### config.mk
export PLATFORM = sky130hd
export DESIGN_NAME = branch_predict_resolve
export DESIGN_NICKNAME = d
export VERILOG_FILES = /design/src/rtl/branch_predict_resolve.sv
export SDC_FILE = /design/constraint.sdc
export NUM_CORES = 1
export LEC_CHECK = 0
export CAP_MARGIN = 20
export CORE_MARGIN = 10
export CORE_UTILIZATION = 45
export DETAILED_ROUTE_END_ITERATION = 8
export DONT_BUFFER_PORTS = 1
export PLACE_DENSITY = 0.68
export SYNTH_ARGS = -nofsm -noshare
export SYNTH_HDL_FRONTEND = slang
export SYNTH_SLANG_ARGS = --single-unit
### constraint.sdc
create_clock -name clk -period 4.5 [get_ports clk]
set_clock_uncertainty 0.15 [all_clocks]
set_input_delay 0.225 -clock clk [delete_from_list [all_inputs] [get_ports clk]]
set_output_delay 0.225 -clock clk [all_outputs]
set_load 0.03 [all_outputs]
### src/rtl/branch_predict_resolve.sv
// Branch unit: the IF-stage BTB lookup is combinational, and the ID-stage resolve/flush is combinational.
// Predictor state and statistics update one clock edge after resolve; a stalled ID freezes all state and suppresses flush.
module branch_predict_resolve #(
  parameter int WORD_SIZE = 16,
  parameter int IDX_BITS  = 4,
  parameter int STAT_W    = 16
) (
  input  logic                 clk,
  input  logic                 reset_n,
  input  logic [WORD_SIZE-1:0] if_pc,
  output logic                 pred_taken,
  output logic [WORD_SIZE-1:0] pred_target,
  input  logic                 id_valid,
  input  logic                 id_stall,
  input  logic [WORD_SIZE-1:0] id_pc,
  input  logic [WORD_SIZE-1:0] id_a,
  input  logic [WORD_SIZE-1:0] id_b,
  input  logic [2:0]           id_branch_type,
  input  logic [WORD_SIZE-1:0] id_target,
  input  logic                 id_pred_taken,
  input  logic [WORD_SIZE-1:0] id_pred_target,
  output logic                 bcond,
  output logic                 flush,
  output logic [WORD_SIZE-1:0] redirect_pc,
  output logic [STAT_W-1:0]    n_branch,
  output logic [STAT_W-1:0]    n_mispredict
);

  localparam int ENTRIES = 1 << IDX_BITS;
  localparam int TAG_W   = WORD_SIZE - IDX_BITS;

  typedef struct packed {
    logic                 vld;
    logic [TAG_W-1:0]     tag;
    logic [WORD_SIZE-1:0] target;
    logic [1:0]           ctr;
  } btb_entry_t;

  btb_entry_t btb_q [ENTRIES];
  btb_entry_t btb_d [ENTRIES];
  logic [STAT_W-1:0] n_branch_q, n_branch_d;
  logic [STAT_W-1:0] n_mispredict_q, n_mispredict_d;

  logic [IDX_BITS-1:0] if_idx, id_idx;
  logic                if_hit, id_hit, is_branch, resolve;

  assign if_idx = if_pc[IDX_BITS-1:0];
  assign id_idx = id_pc[IDX_BITS-1:0];
  assign if_hit = btb_q[if_idx].vld && (btb_q[if_idx].tag == if_pc[WORD_SIZE-1:IDX_BITS]);
  assign id_hit = btb_q[id_idx].vld && (btb_q[id_idx].tag == id_pc[WORD_SIZE-1:IDX_BITS]);

  assign pred_taken  = if_hit && btb_q[if_idx].ctr[1];
  assign pred_target = if_hit ? btb_q[if_idx].target : if_pc + WORD_SIZE'(1);

  always_comb begin
    bcond     = 1'b0;
    is_branch = 1'b1;
    case (id_branch_type)
      3'd1:    bcond = (id_a != id_b);
      3'd2:    bcond = (id_a == id_b);
      3'd3:    bcond = !id_a[WORD_SIZE-1] && (id_a != '0);
      3'd4:    bcond = id_a[WORD_SIZE-1];
      3'd5:    bcond = 1'b1;
      default: is_branch = 1'b0;
    endcase
  end

  // reset_n gates resolve so a branch sitting in ID while reset is low can never flush
  assign resolve     = id_valid && !id_stall && is_branch && reset_n;
  assign flush       = resolve && ((bcond != id_pred_taken) ||
                                   (bcond && (id_target != id_pred_target)));
  assign redirect_pc = bcond ? id_target : id_pc + WORD_SIZE'(1);

  always_comb begin
    btb_d          = btb_q;
    n_branch_d     = n_branch_q;
    n_mispredict_d = n_mispredict_q;
    if (resolve) begin
      if (n_branch_q != {STAT_W{1'b1}}) n_branch_d = n_branch_q + STAT_W'(1);
      if (flush && (n_mispredict_q != {STAT_W{1'b1}}))
        n_mispredict_d = n_mispredict_q + STAT_W'(1);
      if (id_hit) begin
        if (bcond) begin
          if (btb_q[id_idx].ctr != 2'b11) btb_d[id_idx].ctr = btb_q[id_idx].ctr + 2'b01;
          btb_d[id_idx].target = id_target;
        end else if (btb_q[id_idx].ctr != 2'b00) begin
          btb_d[id_idx].ctr = btb_q[id_idx].ctr - 2'b01;
        end
      end else if (bcond) begin
        // allocate weakly-taken; a not-taken miss leaves the entry alone
        btb_d[id_idx].vld    = 1'b1;
        btb_d[id_idx].tag    = id_pc[WORD_SIZE-1:IDX_BITS];
        btb_d[id_idx].target = id_target;
        btb_d[id_idx].ctr    = 2'b10;
      end
    end
  end

  always_ff @(posedge clk or negedge reset_n) begin
    if (!reset_n) begin
      for (int i = 0; i < ENTRIES; i++) btb_q[i] <= '0;
      n_branch_q     <= '0;
      n_mispredict_q <= '0;
    end else begin
      for (int i = 0; i < ENTRIES; i++) btb_q[i] <= btb_d[i];
      n_branch_q     <= n_branch_d;
      n_mispredict_q <= n_mispredict_d;
    end
  end

  assign n_branch     = n_branch_q;
  assign n_mispredict = n_mispredict_q;

endmodule
[After elaboration in Yosys (flattened, before gate mapping)]
Cells that the tools add are included.
Word-level totals
  bits in registers: 528
  input port bits: 104
  output and inout bits: 67
  logic and storage cells: 146
Cells by class
  add/sub/neg operators: 6
  $lt $le $gt $ge: 3
  equal/unequal tests: 14
  multiplexer cells: 33
  bitwise logic cells: 2
  reductions and logical operators: 22
Operators with widths (number)
  $mux 496: 8
  $bwmux 496: 7
  $demux 31 s4: 4
  $bmux 31 s4: 2
  $mux 31: 5
  $add 16x1->16 const B: 4
  $mux 16: 2
  $ne 16x16->1: 2
  $ne 16x16->1 const B: 2
  $mux 30: 1
  $eq 12x12->1: 2
  $mux 18: 1
  $eq 16x16->1: 1
  $reduce_bool 16->1: 1
  $logic_and 1x1->1: 11
  $ge 5x5->1 const B: 2
  $not 4->5: 2
  $eq 3x2->1 const B: 2
  $eq 3x3->1 const B: 2
  $reduce_bool 2->1: 3
  $lt 5x1->1 const B: 1
  $pmux 1 s5: 1
  $reduce_or 5->1: 1
  $reduce_and 2->1: 2
  10 further kinds: 11

[Logic depth before layout (Yosys ltp)]
  depth in word-level cells: 13
  gate-level depth with buffers: 15
  depth with buffers taken out: 9

[Worst setup path before layout]
OpenSTA, ideal clock, no wires.
  kind: input to register
  from: input port id_pc[0]
  to: register, netlist name btb_q[373]
  library setup time: 0.125 ns
  data arrival time: 3.545 ns
  required time: 4.225 ns
  path slack: 0.681 ns
  cell stages on the path: 13
  buffers on the path: 5
  cell sequence: buf_6 buf_6 buf_4 buf_1 mux4_2 mux4_2 ha_1 nor2_1 mux2i_1 mux2_2 buf_2 nor2_1 mux2_2
Between the ends
  word-level cells in the longest chain between the ends: 13
  elaborated cells between the ends (all ways): 36
  those cells by class: 2 x add/sub; 2 x order compare; 2 x eq/ne; 23 x mux; 1 x bitwise; 6 x reduce/logical
RTL lines
  from (decl): RTL line 15  | input logic [WORD_SIZE-1:0] id_pc,
  $not 4->5 (implied by the code) (*)
  $bmux 31 s4 (tied with other cells)
  $mux 31 (implied by the code) / $logic_and 1x1->1 (equally long branches)
  $mux 31 (implied by the code) / $mux 2 (equally long branches)
  $add 2x1->2 / $demux 31 s4 (equally long branches): RTL line 84, 87, 94
  $bwmux 496: RTL line 84  | if (btb_q[id_idx].ctr != 2'b11) btb_d[id_idx].ctr = btb_q[id_idx].ctr + 2'b01;
  $mux 496: RTL line 84
  $mux 496: RTL line 83  | if (bcond) begin
  $mux 496: RTL line 82  | if (id_hit) begin
  $mux 496: RTL line 78  | if (resolve) begin
  $bwmux 496: RTL line 85  | btb_d[id_idx].target = id_target;
  $mux 496: RTL line 83
  $mux 496: RTL line 82
Mark *: on every way between the ends. The rest lies on a longest branch, timed or not. The select of a mux whose other input is x is not followed.
A chain may end at the register's enable or synchronous reset.

[Worst setup path in the final report]
  from: register, netlist name btb_q[28]
  to: output port pred_target[3]
Between the ends
  word-level cells in the longest chain between the ends: 6
RTL lines
  $bmux 31 s4: RTL line 49  | assign if_hit = btb_q[if_idx].vld && (btb_q[if_idx].tag == if_pc[WORD_SIZE-1:IDX_BITS]);
  $mux 31 (2 in a row)
  $eq 12x12->1: RTL line 49
  $logic_and 1x1->1: RTL line 49
  $mux 16: RTL line 53  | assign pred_target = if_hit ? btb_q[if_idx].target : if_pc + WORD_SIZE'(1);
  to (decl): RTL line 12  | output logic [WORD_SIZE-1:0] pred_target,
No other way between the ends. The select of a mux whose other input is x is not followed.

==> out/qor.yml <==
drt_iter0_drc: 1563
synth-adder-area-share_pct: 0.457
rr_endpoint: "btb_q[187]"
ant_nets: 0
worstSetupPathType: "register to primary output"
wl_per_cell_um: 28.3
netlist-cell-type-count: 50
power_leakage_nw: 13.9
grtUsageTotal_pct: 21.8
cp.arrival_ps: 3610
relSlewSlack_pct: 2.92
r2r_start: "btb_q[266]"
fp.dieH_um: 267
pwr-share-comb_pct: 9.1
crit_fanout: 32
tightestPinTransition_ps: 1460
ios: 171
power_mw: 11.4
critPathTopFamily: "multiplexers"
status: "complete, but fails checks"
finish.instance_area_mm2: 0.0305
cts_setup_buffers: 0
hold_viol_final: 528
routabilityCongestion: 0.843
start_util_pct: 45.4
synth_area_mm2: 0.0274
power_density_mw_per_mm2: 373
htree_levels: 2
setup_viol: 0
synth-seq-cells: 528
synth_compound_area_share_pct: 2.31
yosys.area_share.simple_pct: 4.99
fmax_mhz: 251
p_sw_mw: 2.73
vias_per_cell: 6.24
ctsHoldBuffers: 34
finalCritPeriodShare_pct: 88.6
p_seq_share_pct: 47.0
ys_seq_area_share_pct: 48.3
cts_tree: "yes"
max_stage_delay_ps: 540
synth_fp_nets: 2027
rows: 90
maxCapViolCount: 0
cp-start-kind: "register"
clock_sinks: 528
post-route-min-period_ps: 3990
synth_top_area_share_pct: 48.3
clkPwrFrac_pct: 43.9
finalMaxSlewViolations: 0
grt_max_degree: 531
numCtsBuffers: 58
cts.repair.resized: 0
tns_ps: 0
place_area_mm2: 0.0281
finalWirelength_um: 77400
cts_buffer_depth: 3
antenna_found_initial: 2
drt_drc_violations_left: 0
yosysTopAreaCell: "dfrtp_1"
async_flop_share_pct: 100
grt_pass1_wl_um: 117000
synthXorXnorAreaFrac_pct: 3.71
rsz0062_at_grt: "false"
dieArea_mm2: 0.0711
muxShareOfSynthArea_pct: 37.4
vias: 17051
pre_cts_ws_ps: 863
critPathBufInv: 2
synth_ff_type: "dfrtp_1"
hold_path.class: "input pin to async pin"
grt_pass1_vias: 17779
r2r.worst_path.cells: 9
end_kind: "primary output"
required_ps: 4120
clockRootBuffer: "clkbuf_16"
drive_gt1_share_pct: 41.0
swShare_pct: 24.0
worst_slack_ps: 511
die_w_um: 267
firstDrtPassIters: 5
failed_checks: "negative hold slack"
rrSetupSlack_ps: 800
grt-ovfl-total: 0
internal_power_mw: 8.63
vdd_drop_max_uv: 318
hpwl_um: 45700
syn_to_final_growth_pct: 11.3
portBuffers: 0
synth_top_family_by_area: "multiplexers"
holdWs_ps: -844
coreArea_mm2: 0.0602
yosys_warnings: 0
final_nets: 2017
synth_edf_count: 0
cp_slowest_cell: "mux4_2"
clk_pin_slew_ps: 50
synth_area_leaders: "dfrtp_1 48%, mux2_2 17%, mux4_2 17%"
clock_latency_ps: 650
syn_area_per_cell_um2: 14.3
synth_cells: 1913
path_cells: "mux4_2 -> mux4_2 -> xnor2_1 -> nand2_1 -> nor4_2 -> buf_4 -> nand2_1 -> o21ai_0 -> buf_4"
==> registers in the layout, summed over array words and instances, names as in the netlist <==
register	count
btb_q	496
n_branch	16
n_mispredict	16
==> layout by cell type (no fill, tap or decap), types with 6 or more instances in the layout <==
master and instances:
nor2_1 44, nor2_2 16, and2_1 6, xnor2_1 60, mux2i_1 21, clkinv_2 7
xor2_1 56, clkbuf_8 14, clkbuf_16 58, and3_1 10, nand2_1 94, nor3_1 16
dlygate4sd3_1 34, o21ai_1 10, dfrtp_1 528, ha_1 10, nand3_1 26, o21ai_0 52
mux2_2 419, buf_4 62, a32oi_1 12, and4_1 6, inv_1 9, bufinv_16 6
mux2_1 63, nand4_1 16, clkbuf_1 16, nor4_1 9, mux4_2 204, nand2b_1 19
==> through the flow <==
| step | instances | hold WS (ps) | util (%) |
|---|---|---|---|
| after global placement | 2590 | -197 | 46.6 |
| after global routing | 2731 | -880 | 50.5 |
| final | 2732 | -844 | 50.5 |
| after floorplan | 1913 | -221 | - |
| after detailed placement | 2590 | -194 | 46.6 |
| after CTS | 2730 | -863 | 50.5 |
==> power groups by stage <==
stage / Clock, mW / Sequential (mW) / Combinational [mW]
2_1_floorplan: 0 / 5.34 / 0.920
3_3_place_gp: 0 / 5.39 / 0.932
3_5_place_dp: 0 / 5.42 / 0.958
4_1_cts: 5.08 / 5.34 / 1.04
5_1_grt: 5.27 / 5.38 / 1.11
6_report: 4.98 / 5.34 / 1.04
==> how the worst max path moves through the flow <==
stage	startpoint	to	slack, ps	cells after the start
floorplan	id_pc[0]	btb_q[373]	680	13
global placement	btb_q[390]	btb_q[466]	920	9
detailed placement	btb_q[266]	btb_q[187]	860	9
CTS	btb_q[28]	pred_target[14]	500	8
global route	btb_q[28]	pred_target[3]	380	9
finish	btb_q[28]	pred_target[3]	510	9
==> cell usage after synthesis (all sizes together) (7+ instances only) <==
library cell / count
xor2: 56
nor4: 11
nor2: 60
dfrtp: 528
a32oi: 12
mux2: 482
o21ai: 62
ha: 10
nor3: 16
and3: 10
clkbuf: 95
xnor2: 60
nand4: 16
inv: 9
buf: 72
nand2: 94
mux4: 204
nand3: 26
a221oi: 7
mux2i: 21
nand2b: 19
==> cell type report <==
type / instances / area (µm²)
sequential: 528 / 13200
tap: 782 / 978
inverter: 9 / 33.8
timing repair buffer: 97 / 813
fill: 4966 / 29800
clock inverter: 18 / 302
clock buffer: 88 / 1700
antenna: 1 / 2.50
multi-input combinational: 1209 / 13400
==> layer usage <==
metal / global-route usage [%] / up-vias / wire, µm
met3: 5.57 / 115 / 6610
met5: 0 / - / 0
met2: 34.6 / 623 / 36300
met1: 29.6 / 9220 / 32700
met4: 5.22 / 0 / 1820
li1: - / 7093 / -
==> logic make-up after synthesis <==
group,count (synthesis)
multiplexers,707
adder cells (fa/ha/maj),10
AO/OA/AOI/OAI,99
AND/OR/NAND/NOR,277
XOR/XNOR,116
buffers and inverters,176
flip-flops,528
(Power assumes the default switching activity.)
